File: src/rtl/reaction_pkg.sv
// Shared reaction-timer types: FSM states, LFSR seed/taps and BCD constants.
// Also used by the high_score and display drivers.
package reaction_pkg;

  typedef enum logic [2:0] {IDLE, WAIT, COUNT, DONE, FAULT} state_t;

  localparam logic [15:0] LFSR_SEED = 16'hACE1;
  // Taps 16,14,13,11 in 1-based numbering map to bits 15,13,12,10.
  localparam logic [15:0] LFSR_TAPS = 16'hB400;
  localparam logic [3:0]  BCD_NINE  = 4'h9;

  function automatic logic [15:0] lfsr_next(input logic [15:0] s);
    return {s[14:0], ^(s & LFSR_TAPS)};
  endfunction

endpackage

File: src/rtl/bcd_counter.sv
// Saturating N-digit BCD incrementer; q updates one cycle after inc, holds at all-9s.
// No backpressure: inc is ignored while sat is high.
module bcd_counter
  import reaction_pkg::*;
#(
  parameter int N_DIGITS = 4
) (
  input  logic                  clk,
  input  logic                  reset,
  input  logic                  clr,
  input  logic                  inc,
  output logic [4*N_DIGITS-1:0] q,
  output logic                  sat
);

  logic [4*N_DIGITS-1:0] q_nxt;
  logic                  carry;

  always_comb begin
    sat = 1'b1;
    for (int i = 0; i < N_DIGITS; i++) begin
      if (q[4*i +: 4] != BCD_NINE) sat = 1'b0;
    end
  end

  // Ripple the carry from the least significant digit upward.
  always_comb begin
    q_nxt = q;
    carry = inc & ~sat;
    for (int i = 0; i < N_DIGITS; i++) begin
      if (carry) begin
        if (q[4*i +: 4] == BCD_NINE) begin
          q_nxt[4*i +: 4] = 4'd0;
        end else begin
          q_nxt[4*i +: 4] = q[4*i +: 4] + 4'd1;
          carry = 1'b0;
        end
      end
    end
  end

  always_ff @(posedge clk) begin
    if (reset || clr) q <= '0;
    else              q <= q_nxt;
  end

endmodule

File: src/rtl/reaction_counter.sv
// Reaction timer: random WAIT delay, GO LED, BCD ms count until react; outputs registered, no backpressure.
// REACT_FALSE_START_EN adds the FAULT state for react pressed during WAIT.
module reaction_counter
  import reaction_pkg::*;
#(
  parameter int N_DIGITS     = 4,
  parameter int TICK_DIV     = 50_000,
  parameter int MIN_DELAY_MS = 1000
) (
  input  logic                  clk,
  input  logic                  reset,
  input  logic                  start,
  input  logic                  react,
  output logic                  led_go,
  output logic [4*N_DIGITS-1:0] score,
  output logic                  score_valid,
  output logic                  timeout,
  output logic                  false_start
);

  localparam int PW = (TICK_DIV > 1) ? $clog2(TICK_DIV) : 1;
  localparam int DW = $clog2(MIN_DELAY_MS + 1024);

  state_t        state;
  logic          start_q, react_q, start_rise, react_rise;
  logic [15:0]   lfsr;
  logic [PW-1:0] presc;
  logic [DW-1:0] delay_ms;
  logic          tick, enter_wait, bcd_inc, sat;

  assign start_rise = start & ~start_q;
  assign react_rise = react & ~react_q;
  assign tick       = (presc == PW'(TICK_DIV - 1));
  assign bcd_inc    = (state == COUNT) && tick;

  always_comb begin
    enter_wait = start_rise && (state == IDLE || state == DONE);
`ifdef REACT_FALSE_START_EN
    if (start_rise && state == FAULT) enter_wait = 1'b1;
`endif
  end

  bcd_counter #(.N_DIGITS(N_DIGITS)) u_bcd (
    .clk   (clk),
    .reset (reset),
    .clr   (enter_wait),
    .inc   (bcd_inc),
    .q     (score),
    .sat   (sat)
  );

`ifdef REACT_FALSE_START_EN
  logic fs_q;
  assign false_start = fs_q;
`else
  assign false_start = 1'b0;
`endif

  always_ff @(posedge clk) begin
    if (reset) begin
      state       <= IDLE;
      led_go      <= 1'b0;
      score_valid <= 1'b0;
      timeout     <= 1'b0;
      presc       <= '0;
      delay_ms    <= '0;
      lfsr        <= LFSR_SEED;
      start_q     <= 1'b0;
      react_q     <= 1'b0;
`ifdef REACT_FALSE_START_EN
      fs_q        <= 1'b0;
`endif
    end else begin
      start_q     <= start;
      react_q     <= react;
      lfsr        <= lfsr_next(lfsr);
      score_valid <= 1'b0;
      if (state == WAIT || state == COUNT) presc <= tick ? '0 : presc + PW'(1);

      if (enter_wait) begin
        state    <= WAIT;
        delay_ms <= DW'(MIN_DELAY_MS) + DW'(lfsr[9:0]);
        presc    <= '0;
        led_go   <= 1'b0;
        timeout  <= 1'b0;
`ifdef REACT_FALSE_START_EN
        fs_q     <= 1'b0;
`endif
      end else begin
        case (state)
          WAIT: begin
`ifdef REACT_FALSE_START_EN
            if (react_rise) begin
              state <= FAULT;
              fs_q  <= 1'b1;
              presc <= '0;
            end else
`endif
            if (delay_ms == '0) begin
              state  <= COUNT;
              led_go <= 1'b1;
              presc  <= '0;
            end else if (tick) begin
              delay_ms <= delay_ms - DW'(1);
            end
          end
          // A tick coinciding with react is still counted by u_bcd this cycle.
          COUNT: begin
            if (react_rise || sat) begin
              state       <= DONE;
              led_go      <= 1'b0;
              score_valid <= 1'b1;
              timeout     <= ~react_rise;
              presc       <= '0;
            end
          end
          default: ;
        endcase
      end
    end
  end

endmodule

File: config.mk
export PLATFORM = sky130hd
export DESIGN_NAME = reaction_counter
export DESIGN_NICKNAME = d
export VERILOG_FILES = /design/src/rtl/reaction_pkg.sv /design/src/rtl/bcd_counter.sv /design/src/rtl/reaction_counter.sv
export SDC_FILE = /design/constraint.sdc
export NUM_CORES = 1
export LEC_CHECK = 0
export CORE_MARGIN = 3
export CORE_UTILIZATION = 60
export CTS_BUF_LIST = sky130_fd_sc_hd__clkbuf_2 sky130_fd_sc_hd__clkbuf_4 sky130_fd_sc_hd__clkbuf_8
export CTS_CLUSTER_DIAMETER = 120
export DETAILED_ROUTE_END_ITERATION = 8
export MAX_ROUTING_LAYER = met4
export PLACE_DENSITY_LB_ADDON = 0.3
export SETUP_SLACK_MARGIN = 0.2
export SKIP_LAST_GASP = 1
export SYNTH_ARGS = -nofsm -noshare
export SYNTH_HDL_FRONTEND = slang
export SYNTH_SLANG_ARGS = --single-unit
File: constraint.sdc
create_clock -name clk -period 2.96 [get_ports clk]
set_input_delay 0.444 -clock clk [delete_from_list [all_inputs] [get_ports clk]]
set_output_delay 0.444 -clock clk [all_outputs]
set_load 0.005 [all_outputs]
### Word level (Yosys, flattened, before mapping)

Index checks and enable logic that the tools add are counted.

| storage, ports and cells | value |
|---|---|
| flip-flop bits (word level) | 67 |
| output and inout bits | 20 |
| bits of input ports | 4 |

| cells by class | value |
|---|---|
| add/subtract/negate cells | 7 |
| reduce and logical (&&, ||, !) cells | 19 |
| bitwise logic cells | 8 |
| equality and inequality tests | 17 |
| muxes and demuxes | 31 |

Operators by type and width:

| operator | number |
|---|---|
| two-way mux 16 bit | 4 |
| two-way mux 11 bit | 4 |
| case mux 16 bit (2 select lines) | 1 |
| adder 16 x 1 -> 16 bit (second input constant) | 1 |
| adder 4 x 1 -> 4 bit (second input constant) | 4 |
| == test 16 bit (second input constant) | 1 |
| == test 4 bit (second input constant) | 4 |
| two-way mux 4 bit | 4 |
| != test 4 bit (second input constant) | 4 |
| XOR reduction 16 bit | 1 |
| two-way mux 1 bit | 14 |
| adder 10 x 10 -> 11 bit (first input constant) | 1 |
| logical NOT 11 bit | 1 |
| subtractor 11 x 1 -> 11 bit (second input constant) | 1 |
| AND reduction 3 bit | 3 |
| == test 3 x 2 -> 1 bit (second input constant) | 2 |
| two-way mux 3 bit | 2 |
| != test 2 x 1 -> 1 bit (second input constant) | 3 |
| != test 3 x 1 -> 1 bit (second input constant) | 2 |
| case mux 3 bit (2 select lines) | 1 |
| nonzero test 2 bit | 3 |
| NOT 1 bit | 5 |
| logical OR 1 bit | 4 |
| AND 1 bit | 3 |
| other kinds (8) | 9 |

### Logic depth before layout (Yosys ltp)

Gate-level depths: netlist of run 1.

| depth | value |
|---|---|
| depth after elaboration | 10 |
| gate-level depth with buffers | 8 |

### Hierarchy

Synthesis of run 1 repeated with hierarchy kept, for this count alone.

| unflattened totals | value |
|---|---|
| cells, all modules | 338 |
| area, all modules | 3139.3 um^2 |

By module, submodules not included:

| module | area an instance (um^2) | instances | sequential area each (um^2) | cells an instance |
|---|---|---|---|---|
| reaction_counter | 2278.4 | 1 | 1001.0 | 239 |
| bcd_counter | 860.8 | 1 | 320.3 | 99 |

### Worst setup path before layout of run 1

No wires, ideal clock.

| timing | value |
|---|---|
| kind | reg-to-reg |
| start point | reg presc[0] |
| end point | reg u_bcd.q[12] |
| required time | 2890 ps |
| path buffers | 0 |
| data arrival time | 2351 ps |
| stages on the path, launching flop included | 7 |
| library setup time | 70 ps |
| slack | 538 ps |
| cells stage by stage | dfxtp_1 ha_1 or4b_4 or4_4 or2_4 or3_1 a21oi_1 |

| between the ends | value |
|---|---|
| word-level cells in the longest chain between the ends | 6 |

Ends and longest elaborated chain:

| element | line | RTL |
|---|---|---|
| start: declaration | reaction_counter.sv:27 | `logic [PW-1:0] presc;` |
| start signal: assignment | reaction_counter.sv:78 | `if (state == WAIT \|\| state == COUNT) presc <= tick ? '0 : presc + PW'(1);` |
| == test 16 bit | reaction_counter.sv:33 | `assign tick = (presc == PW'(TICK_DIV - 1));` |
| logical AND 1 bit | reaction_counter.sv:34 | `assign bcd_inc = (state == COUNT) && tick;` |
| AND 1 bit | bcd_counter.sv:29 | `carry = inc & ~sat;` |
| two-way mux 1 bit (3 in series) | bcd_counter.sv:31 | `if (carry) begin` |
| end signal: assignment | bcd_counter.sv:44 | `else q <= q_nxt;` |
| end: declaration | bcd_counter.sv:12 | `output logic [4*N_DIGITS-1:0] q,` |

No other way between the ends.
A chain may end at the register's enable or synchronous reset.

### Worst setup path after layout of run 1

Same ends and word-level chain as after synthesis.

==> results.txt, run 1 <==
----------------------------------------------------
[Clocking]
  Sink Count ... 66
  H-tree level count ... 3
  Number of buffers on the longest clock path ... 2
  CTS Buf Count ... 9
  Clk Latency, worst-skew pair ... 340 ps
  Clock-pin slew on the worst setup and hold paths ... 70 ps
  Post-CTS setup repair buffer count ... 0
  Resized cells post-CTS ... 0
  CTS Root Buffer Type ... sky130_fd_sc_hd__clkbuf_8
  Hold buffer count at CTS ... 0
  TritonCTS clock tree ... built

[Outcome]
  Outcome ... finished, final reports clean

[Place]
  Count of port buffers added during placement ... 22
  GPL Wtd Cong ... 0.881
  Post-detailed-placement half-perimeter wirelength ... 4570 um

[Die]
  Number of top-level design ports ... 24
  Starting utilization of the core area ... 0.638
  Floorplan core area ... 4880 um^2
  Die Height ... 78.1 um
  Die W ... 78.1 um
  Overall die area ... 6090 um^2
  Core Rows ... 25

[STA]
  Worst clock skew on the final layout ... 10.8 ps
  RSZ-0062 raised after global routing ... no
  Max-slew violation count ... 0
  Final critical path time including I/O delays and setup ... 2600 ps
  Number of failing setup endpoints in the final timing report ... 0
  Worst slew margin relative to its limit ... 0.529
  Post-Route Setup TNS ... 0 ps
  Worst Tran Pin Value ... 697 ps
  Crit share post-route ... 0.880
  Hold Vio Cnt, Final ... 0
  Peak clock frequency supported by timing ... 0.384 GHz

[Detailed routing]
  Detailed-route DRC error count ... 0
  Residual antenna-violating net count after detailed routing ... 0
  1st-pass router iterations ... 4
  Total number of vias ... 2556
  Final WL ... 6350 um
  Number of vias per cell ... 5.73
  Drt wl/cell ... 14.2 um
  Starting DRC count in detailed routing ... 182

[Power]
  Power consumption ... 2260 uW
  Static power due to leakage ... 0.00125 uW
  Cell area power density ... 630 nW/um^2
  Largest voltage drop on the vdd net ... 0.399 mV

[Setup path]
  Setup slack on the worst flop-to-flop path ... 360 ps
  Startpoint of the lowest-slack register-to-register path ... presc[0]$_SDFF_PP0_
  Max incr delay on CP ... 580 ps
  Largest fanout of any net on the critical path ... 6
  Endpoint of the most critical register-to-register path ... u_bcd.q[12]$_SDFFE_PP0P_
  Critical path's slowest cell ... sky130_fd_sc_hd__or4_4
  Critical path endpoint category ... register
  Critical path cell sequence ... ha_1 -> or4b_4 -> or4_4 -> or2_4 -> or3_1 -> a21oi_1
  Cell count of the worst reg-to-reg path ... 6
  Crit path arrival time ... 2870 ps
  Required @ worst endpoint ... 3230 ps
  Type of origin of the critical path ... register
  CP bufs+invs ... 0
  Worst setup path class ... reg2reg
  Worst path top cell family by delay ... simple AND/OR/NAND/NOR gates

[Logic synthesis]
  Flop and latch count out of synthesis ... 66
  Proportion of synthesized chip area in sequential cells ... 0.424
  Unique masters post-synth ... 47
  Syn nets ... 359
  Netlist area before placement ... 3120 um^2
  Post-synth top area cell ... sky130_fd_sc_hd__dfxtp_1
  Syn Inst Count ... 348
  Post-synth top area share ... 0.424
  Async SR Flop Fraction ... 0
  Post-Synthesis Mean Instance Area ... 8.95 um^2
  Number of synthesis warnings ... 0
  Number of enable-type register cells in the synthesized netlist ... 0
  Primary FF master, synth ... sky130_fd_sc_hd__dfxtp_1
  Most area-consuming cells after synthesis ... sky130_fd_sc_hd__dfxtp_1 (42%), sky130_fd_sc_hd__xnor2_1 (5.6%), sky130_fd_sc_hd__xor2_1 (4.5%), sky130_fd_sc_hd__nor3_1 (3.5%), sky130_fd_sc_hd__nor2_1 (3.4%)

[Layout]
  Proportion of layout cells with a drive suffix above 1 ... 0.111
  Post-synthesis to final-layout area growth ... 15.1%
  Diode count ... 0
  Number of nets in the final layout ... 385

[Worst hold path]
  End point of the worst hold path ... lfsr[15]$_SDFF_PP1_
  Min-Delay Startpoint ... lfsr[14]$_SDFF_PP0_
  Type of the worst min-delay path ... reg2reg
  Worst Hold Path Cells ... 1

[Global routing]
  Met1 demand-to-capacity share in global routing ... 0.259
  Maximum number of pins on one net before global-route repair ... 32
  Antenna violations before repair ... 0
  Overall fraction of global-route tracks in use ... 0.228
  Met3 layer usage reported by global route ... 0.0562
  Wire length of the first global-routing pass ... 10800 um
  Busiest layer in global routing ... met2
  Met2 track utilization from global routing ... 0.382
  Number of global-route vias before repair ... 2488
  GRT Residual Overflow ... 0

[Job]
  Number of max-cap violations ... 0

----------------------------------------------------
[report_power, final]
| group | switching, uW | internal (uW) | total [uW] |
|---|---|---|---|
| registers | 65.2 | 965 | 1030 |
| logic | 348 | 229 | 577 |
| clock network | 331 | 319 | 650 |
| total | 744 | 1510 | 2260 |
[stage by stage]
| stage | setup slack (ps) | hold slack [ps] | area, um^2 | instances | util |
|---|---|---|---|---|---|
| final | 355 | 418 | 3580 | 446 | 0.735 |
| after CTS | 391 | 417 | 3580 | 446 | 0.735 |
| after floorplan | 538 | 389 | 3120 | 348 | - |
| after global routing | 294 | 438 | 3580 | 446 | 0.735 |
| after global placement | 478 | 391 | 3410 | 430 | 0.700 |
| after detailed placement | 419 | 399 | 3410 | 430 | 0.700 |
[cells in the mapped netlist, drive strengths merged (3+ instances only)]
library cell / n
dfxtp: 66
a211oi: 3
nand4: 14
nor2: 28
nand4b: 4
nor4bb: 4
inv: 10
nand2: 19
and2: 4
nor3b: 3
or4: 3
o21ai: 8
xnor2: 20
xor2: 16
a21oi: 14
nor2b: 14
or3: 6
o41ai: 3
and3: 4
nor4: 5
or2: 12
mux2i: 6
ha: 7
clkbuf: 13
nand3: 12
o31ai: 3
nand2b: 4
nor3: 22
[worst reg2reg max path, cell delays in order, from the launching register on]
cell and delay [ps]:
sky130_fd_sc_hd__dfxtp_1 440, sky130_fd_sc_hd__ha_1 250, sky130_fd_sc_hd__or4b_4 500, sky130_fd_sc_hd__or4_4 580, sky130_fd_sc_hd__or2_4 280, sky130_fd_sc_hd__or3_1 350, sky130_fd_sc_hd__a21oi_1 140
[flip-flops by register name, indices dropped and copies added (netlist names)]
| register | cells |
|---|---|
| delay_ms | 11 |
| led_go | 1 |
| lfsr | 16 |
| presc | 16 |
| react_q | 1 |
| score_valid | 1 |
| start_q | 1 |
| state | 2 |
| timeout | 1 |
| u_bcd.q | 16 |
[worst max path at each step]
| stage | startpoint | end | slack, ps | cells after the start |
|---|---|---|---|---|
| after floorplan | presc[0]$_SDFF_PP0_ | u_bcd.q[12]$_SDFFE_PP0P_ | 540 | 6 |
| after global placement | presc[0]$_SDFF_PP0_ | u_bcd.q[12]$_SDFFE_PP0P_ | 480 | 6 |
| after detailed placement | presc[0]$_SDFF_PP0_ | u_bcd.q[12]$_SDFFE_PP0P_ | 420 | 6 |
| after CTS | presc[0]$_SDFF_PP0_ | u_bcd.q[12]$_SDFFE_PP0P_ | 390 | 6 |
| after global routing | presc[0]$_SDFF_PP0_ | u_bcd.q[12]$_SDFFE_PP0P_ | 290 | 6 |
| final | presc[0]$_SDFF_PP0_ | u_bcd.q[12]$_SDFFE_PP0P_ | 360 | 6 |
[logic make-up (layout without fill, tap and decap cells)]
group,after synthesis,after routing,synth area share
other,1,1,0.00120
AO/OA/AOI/OAI,42,42,0.0876
multiplexers,8,8,0.0265
XOR/XNOR,36,36,0.101
buffers and inverters,24,55,0.0305
AND/OR/NAND/NOR,164,164,0.301
adder cells (fa/ha/maj),7,7,0.0281
flip-flops,66,66,0.424
[layout make-up]
class	instances	area, um^2
multi-input combinational	258	1700
sequential	66	1320
fill	393	1290
timing repair buffer	29	273
clock buffer	11	139
tap	67	83.8
inverter	10	37.5
clock inverter	5	31.3
[per-layer routing]
metal / vias up / part of all wire
met1: 1210 / 0.46
met4: 0 / 0.020
met2: 47 / 0.49
met3: 11 / 0.037
li1: 1288 / -
met5: - / 0
[cells in the final DEF (no fill, tap or decap), types with 8 or more instances in the layout]
master and n:
sky130_fd_sc_hd__dfxtp_1 66, sky130_fd_sc_hd__nor2_1 28, sky130_fd_sc_hd__nor3_1 22, sky130_fd_sc_hd__clkdlybuf4s50_1 22, sky130_fd_sc_hd__xnor2_1 20, sky130_fd_sc_hd__nand2_1 19
sky130_fd_sc_hd__xor2_1 16, sky130_fd_sc_hd__nand4_1 14, sky130_fd_sc_hd__a21oi_1 14, sky130_fd_sc_hd__nor2b_1 14, sky130_fd_sc_hd__nand3_1 12, sky130_fd_sc_hd__or2_2 11
sky130_fd_sc_hd__inv_1 10, sky130_fd_sc_hd__clkbuf_8 9, sky130_fd_sc_hd__o21ai_0 8
Note: power is estimated with default switching activity, not from simulation.
==> run 2, diff against run 1 <==
- MAX_ROUTING_LAYER: met4 -> default
==> run 2 against run 1 <==
Fmax fell by 0.35%; power is 0.23% higher; sequential share of layout area unchanged; setup slack got worse by 9.1 ps; first-iteration DRC count shrank 1.1%; sequential power is essentially flat; clock skew is 1.3 ps lower; hold slack worse by 0.72 ps; utilization did not move; clock power increased by 0.8%; register-to-register slack is essentially flat; via count is 0.35% higher.
==> results.txt, run 2 (synthesis results as in run 1) <==
----------------------------------------------------
[Clocking]
  CTS Buf Count ... 9 (unchanged)
  H-tree level count ... 3 (unchanged)
  Sink Count ... 66 (unchanged)
  Post-CTS setup repair buffer count ... 0 (unchanged)
  Hold buffer count at CTS ... 0 (unchanged)
  Clk Latency, worst-skew pair ... 350 ps (was 340 ps)
  Clock-pin slew on the worst setup and hold paths ... 70 ps (about the same)
  Resized cells post-CTS ... 0 (unchanged)
  CTS Root Buffer Type ... sky130_fd_sc_hd__clkbuf_8 (unchanged)
  Number of buffers on the longest clock path ... 2 (unchanged)
  TritonCTS clock tree ... built (unchanged)

[Place]
  Count of port buffers added during placement ... 22 (unchanged)
  Pre-CTS setup slack ... 419 ps (unchanged)
  Instance area after placement ... 3410 um^2 (unchanged)
  GPL Wtd Cong ... 0.867 (was 0.881)
  Post-detailed-placement half-perimeter wirelength ... 4570 um (unchanged)

[STA]
  Post-Route Setup TNS ... 0 ps (unchanged)
  Worst Tran Pin Value ... 700 ps (was 697 ps)
  Final critical-path setup slack ... 346 ps (was 355 ps)
  Hold Vio Cnt, Final ... 0 (unchanged)
  Peak clock frequency supported by timing ... 0.383 GHz (was 0.384 GHz)
  Max-slew violation count ... 0 (unchanged)
  Final critical path time including I/O delays and setup ... 2610 ps (was 2600 ps)
  Crit share post-route ... 0.883 (was 0.880)
  Worst slew margin relative to its limit ... 0.527 (was 0.529)
  Worst clock skew on the final layout ... 9.58 ps (was 10.8 ps)
  Number of failing setup endpoints in the final timing report ... 0 (unchanged)
  RSZ-0062 raised after global routing ... no (unchanged)

[Setup path]
  Largest fanout of any net on the critical path ... 6 (unchanged)
  Required @ worst endpoint ... 3230 ps (about the same)
  Worst setup path class ... reg2reg (unchanged)
  Type of origin of the critical path ... register (unchanged)
  Critical path endpoint category ... register (unchanged)
  Crit path arrival time ... 2890 ps (was 2870 ps)

[Layout]
  Proportion of layout cells with a drive suffix above 1 ... 0.111 (unchanged)
  Commonest cells after routing, fill and taps aside ... sky130_fd_sc_hd__dfxtp_1 (66), sky130_fd_sc_hd__nor2_1 (28), sky130_fd_sc_hd__nor3_1 (22), sky130_fd_sc_hd__clkdlybuf4s50_1 (22), sky130_fd_sc_hd__xnor2_1 (20) (unchanged)
  Post-synthesis to final-layout area growth ... 15.1% (unchanged)
  Number of nets in the final layout ... 385 (unchanged)
  Registers with the most flip-flops ... lfsr (16), presc (16), u_bcd.q (16) (unchanged)
  Diode count ... 0 (unchanged)
  Commonest non-fill, non-tap cell in the layout ... sky130_fd_sc_hd__dfxtp_1 (unchanged)
  Layout Cell Area excl Fill ... 3580 um^2 (unchanged)

[Worst hold path]
  Type of the worst min-delay path ... reg2reg (unchanged)

[Die]
  Overall die area ... 6090 um^2 (unchanged)
  Die W ... 78.1 um (unchanged)
  Die Height ... 78.1 um (unchanged)
  Number of top-level design ports ... 24 (unchanged)
  Floorplan core area ... 4880 um^2 (unchanged)
  Starting utilization of the core area ... 0.638 (unchanged)
  Core Rows ... 25 (unchanged)

[Detailed routing]
  Starting DRC count in detailed routing ... 180 (was 182)
  Final WL ... 6380 um (was 6350 um)
  Drt wl/cell ... 14.3 um (was 14.2 um)
  1st-pass router iterations ... 4 (unchanged)
  Number of vias per cell ... 5.75 (was 5.73)
  Detailed-route DRC error count ... 0 (unchanged)
  Residual antenna-violating net count after detailed routing ... 0 (unchanged)
  Total number of vias ... 2565 (was 2556)

[Power]
  Static power due to leakage ... 0.00125 uW (unchanged)
  Cell area power density ... 631 nW/um^2 (was 630 nW/um^2)
  Largest voltage drop on the vdd net ... 0.403 mV (was 0.399 mV)

[Global routing]
  Number of global-route vias before repair ... 2491 (was 2488)
  GRT Residual Overflow ... 0 (unchanged)
  Overall fraction of global-route tracks in use ... 0.222 (was 0.228)
  Antenna violations before repair ... 0 (unchanged)
  Maximum number of pins on one net before global-route repair ... 32 (unchanged)
  Wire length of the first global-routing pass ... 10800 um (unchanged)

[Outcome]
  Outcome ... finished, final reports clean (unchanged)

[Job]
  Number of max-cap violations ... 0 (unchanged)

----------------------------------------------------
-- run 2: cell counts in the layout (fill, tap and decap cells not counted) --
No cell type changed its count.
-- run 2: power by group --
group | switching [uW] | internal (uW)
Sequential | 66.3 | 965
Clock | 335 | 319
Combinational | 348 | 229
Total | 749 | 1510
-- run 2: worst max-delay path, stage by stage, from the launching register on --
cell                      delay (ps)
sky130_fd_sc_hd__dfxtp_1         440
sky130_fd_sc_hd__ha_1            250
sky130_fd_sc_hd__or4b_4          500
sky130_fd_sc_hd__or4_4           580
sky130_fd_sc_hd__or2_4           280
sky130_fd_sc_hd__or3_1           350
sky130_fd_sc_hd__a21oi_1         140
-- run 2: stage by stage --
stage               hold slack (ps)  total power, uW  instances   util
floorplan                       389             1450        348      -
CTS                             417             2270        446  0.735
finish                          417             2260        446  0.735
global route                    438             2370        446  0.735
global placement                391             1600        430  0.700
detailed placement              399             1620        430  0.700
-- run 2: final timing paths --
path / start / to / slack (ps) / cells past startpoint
max: presc[0]$_SDFF_PP0_ / u_bcd.q[12]$_SDFFE_PP0P_ / 350 / 6
min reg2reg: lfsr[14]$_SDFF_PP0_ / lfsr[15]$_SDFF_PP1_ / 420 / 1
max reg2reg: presc[0]$_SDFF_PP0_ / u_bcd.q[12]$_SDFFE_PP0P_ / 350 / 6
min: lfsr[14]$_SDFF_PP0_ / lfsr[15]$_SDFF_PP1_ / 420 / 1
-- run 2: area by class of cell --
class | count | area (um^2)
Multi-Input combinational cell | 258 | 1700
Sequential cell | 66 | 1320
Fill cell | 393 | 1290
Timing Repair Buffer | 29 | 273
Clock buffer | 11 | 139
Tap cell | 67 | 83.8
Inverter | 10 | 37.5
Clock inverter | 5 | 31.3
-- run 2: routing by layer --
| layer | GRT usage | up-vias | part of all wire |
|---|---|---|---|
| li1 | - | 1286 | - |
| met1 | 0.258 | 1211 | 0.46 |
| met2 | 0.383 | 50 | 0.48 |
| met3 | 0.0401 | 18 | 0.038 |
| met4 | 0.126 | 0 | 0.019 |
| met5 | 0 | - | 0 |
==> run 3, diff against run 2 <==
- HOLD_SLACK_MARGIN: default -> 0.06
- clock period: 2.96 -> 3.1 ns (I/O delays scaled with it)
==> run 3 against run 2 <==
Die area stayed put; fmax is 0.79% higher; non-clock buffer count fell by 2; highest routed layer unchanged; count of clock-buffer cells in the layout shrank 2; hold slack improved by 4.2 ps; utilization down 0.13 points.
==> results.txt, run 3 (synthesis results as in run 1) <==
----------------------------------------------------
[Outcome]
  Outcome ... finished, final reports clean (unchanged)

[Detailed routing]
  Starting DRC count in detailed routing ... 183 (was 180)
  Number of vias per cell ... 5.90 (was 5.75)
  Drt wl/cell ... 14.8 um (was 14.3 um)
  1st-pass router iterations ... 5 (was 4)
  Final WL ... 6580 um (was 6380 um)
  Total number of vias ... 2619 (was 2565)
  Residual antenna-violating net count after detailed routing ... 0 (unchanged)
  Detailed-route DRC error count ... 0 (unchanged)

[Die]
  Starting utilization of the core area ... 0.638 (unchanged)
  Die W ... 78.1 um (unchanged)
  Number of top-level design ports ... 24 (unchanged)
  Core Rows ... 25 (unchanged)
  Overall die area ... 6090 um^2 (unchanged)
  Floorplan core area ... 4880 um^2 (unchanged)
  Die Height ... 78.1 um (unchanged)

[STA]
  Number of failing setup endpoints in the final timing report ... 0 (unchanged)
  Hold Vio Cnt, Final ... 0 (unchanged)
  Crit share post-route ... 0.837 (was 0.883)
  Max-slew violation count ... 0 (unchanged)
  Peak clock frequency supported by timing ... 0.386 GHz (was 0.383 GHz)
  Worst clock skew on the final layout ... 7.80 ps (was 9.58 ps)
  RSZ-0062 raised after global routing ... no (unchanged)
  Post-Route Setup TNS ... 0 ps (unchanged)
  Worst Tran Pin Value ... 657 ps (was 700 ps)
  Final critical path time including I/O delays and setup ... 2590 ps (was 2610 ps)
  Worst slew margin relative to its limit ... 0.556 (was 0.527)

[Setup path]
  Startpoint of the lowest-slack register-to-register path ... presc[0]$_SDFF_PP0_ (unchanged)
  Worst setup path class ... reg2reg (unchanged)
  Critical path endpoint category ... register (unchanged)
  Max incr delay on CP ... 580 ps (about the same)
  Endpoint of the most critical register-to-register path ... u_bcd.q[12]$_SDFFE_PP0P_ (unchanged)
  Required @ worst endpoint ... 3370 ps (was 3230 ps)
  Setup slack on the worst flop-to-flop path ... 510 ps (was 350 ps)
  Crit path arrival time ... 2870 ps (was 2890 ps)
  Type of origin of the critical path ... register (unchanged)
  Critical path cell sequence ... ha_1 -> or4b_4 -> or4_4 -> or2_4 -> or3_1 -> a21oi_1 (unchanged)
  Largest fanout of any net on the critical path ... 6 (unchanged)
  Cell count of the worst reg-to-reg path ... 6 (unchanged)
  Critical path's slowest cell ... sky130_fd_sc_hd__or4_4 (unchanged)

[Clocking]
  TritonCTS clock tree ... built (unchanged)
  CTS Buf Count ... 9 (unchanged)
  CTS Root Buffer Type ... sky130_fd_sc_hd__clkbuf_8 (unchanged)
  Clk Latency, worst-skew pair ... 340 ps (was 350 ps)
  Sink Count ... 66 (unchanged)
  Post-CTS setup repair buffer count ... 0 (unchanged)
  Clock-pin slew on the worst setup and hold paths ... 80 ps (was 70 ps)
  Resized cells post-CTS ... 0 (unchanged)
  Hold buffer count at CTS ... 0 (unchanged)
  H-tree level count ... 3 (unchanged)
  Number of buffers on the longest clock path ... 2 (unchanged)

[Power]
  Static power due to leakage ... 0.00124 uW (was 0.00125 uW)
  Power consumption ... 2160 uW (was 2260 uW)
  Largest voltage drop on the vdd net ... 0.404 mV (was 0.403 mV)
  Cell area power density ... 604 nW/um^2 (was 631 nW/um^2)

[Global routing]
  Wire length of the first global-routing pass ... 11300 um (was 10800 um)
  Overall fraction of global-route tracks in use ... 0.233 (was 0.222)
  Antenna violations before repair ... 0 (unchanged)
  GRT Residual Overflow ... 0 (unchanged)
  Maximum number of pins on one net before global-route repair ... 32 (unchanged)
  Number of global-route vias before repair ... 2571 (was 2491)

[Layout]
  Proportion of layout cells with a drive suffix above 1 ... 0.106 (was 0.111)
  Commonest cells after routing, fill and taps aside ... sky130_fd_sc_hd__dfxtp_1 (66), sky130_fd_sc_hd__nor2_1 (28), sky130_fd_sc_hd__nor3_1 (22), sky130_fd_sc_hd__clkdlybuf4s50_1 (22), sky130_fd_sc_hd__xnor2_1 (20) (unchanged)
  Diode count ... 0 (unchanged)
  Registers with the most flip-flops ... lfsr (16), presc (16), u_bcd.q (16) (unchanged)
  Area of the multi-input gates ... 1700 um^2 (unchanged)
  Layout Cell Area excl Fill ... 3580 um^2 (about the same)
  Commonest non-fill, non-tap cell in the layout ... sky130_fd_sc_hd__dfxtp_1 (unchanged)
  Utilization after layout ... 0.733 (was 0.735)
  Post-synthesis to final-layout area growth ... 14.9% (was 15.1%)
  Register cell area after layout ... 1320 um^2 (unchanged)
  Number of nets in the final layout ... 383 (was 385)
  Finished Layout Cells ... 444 (was 446)
  Fillcell total ... 392 (was 393)

[Place]
  Number of instances in the placed design ... 428 (was 430)
  Count of port buffers added during placement ... 22 (unchanged)
  Instance area after placement ... 3400 um^2 (was 3410 um^2)
  GPL Wtd Cong ... 0.827 (was 0.867)
  Post-detailed-placement half-perimeter wirelength ... 4460 um (was 4570 um)

[Worst hold path]
  Min-Delay Startpoint ... lfsr[14]$_SDFF_PP0_ (unchanged)
  End point of the worst hold path ... lfsr[15]$_SDFF_PP1_ (unchanged)
  Worst Hold Path Cells ... 1 (unchanged)
  Type of the worst min-delay path ... reg2reg (unchanged)

[Job]
  Number of max-cap violations ... 0 (unchanged)

----------------------------------------------------
-- run 3: changes by cell type in the layout (fill, tap and decap cells not counted), sizes merged --
cell	change
buf	-2
inv	+1
clkinvlp	+1
clkbuf	-2
-- run 3: area by class of cell --
type,instances,share of cell area
Multi-Input combinational cell,258,0.475
Sequential cell,66,0.369
Timing Repair Buffer,27,0.0720
Clock buffer,9,0.0346
Tap cell,67,0.0234
Clock inverter,7,0.0154
Inverter,10,0.0105
-- run 3: how the worst max path moves through the flow --
stage / startpoint / end / slack [ps] / cells after the start
floorplan: presc[0]$_SDFF_PP0_ / u_bcd.q[12]$_SDFFE_PP0P_ / 680 / 6
global placement: presc[0]$_SDFF_PP0_ / u_bcd.q[12]$_SDFFE_PP0P_ / 630 / 6
detailed placement: presc[0]$_SDFF_PP0_ / u_bcd.q[12]$_SDFFE_PP0P_ / 570 / 6
CTS: presc[0]$_SDFF_PP0_ / u_bcd.q[12]$_SDFFE_PP0P_ / 510 / 6
global route: presc[0]$_SDFF_PP0_ / u_bcd.q[12]$_SDFFE_PP0P_ / 360 / 6
finish: presc[0]$_SDFF_PP0_ / u_bcd.q[12]$_SDFFE_PP0P_ / 510 / 6
-- run 3: power by group --
group	internal [uW]	switching (uW)	total (uW)
clock network	295	353	648
logic	194	336	530
registers	921	62.7	984
-- run 3: worst max-delay path: cells and delay by family (launching register included) --
kind | cells | cell delay [ps]
compound gates | 1 | 160
fa+ha+maj | 1 | 230
flops | 1 | 420
simple gates | 4 | 1720
-- run 3: routing by layer --
| layer | wire length, um | track usage | share of wire |
|---|---|---|---|
| met3 | 283 | 0.0413 | 0.043 |
| met5 | 0 | 0 | 0 |
| met4 | 182 | 0.145 | 0.028 |
| met1 | 2870 | 0.284 | 0.44 |
| met2 | 3240 | 0.382 | 0.49 |
-- run 3: through the flow --
step                worst slack [ps]  hold slack, ps
floorplan                        678             389
global placement                 628             394
detailed placement               570             408
CTS                              515             428
global route                     362             450
finish                           507             421
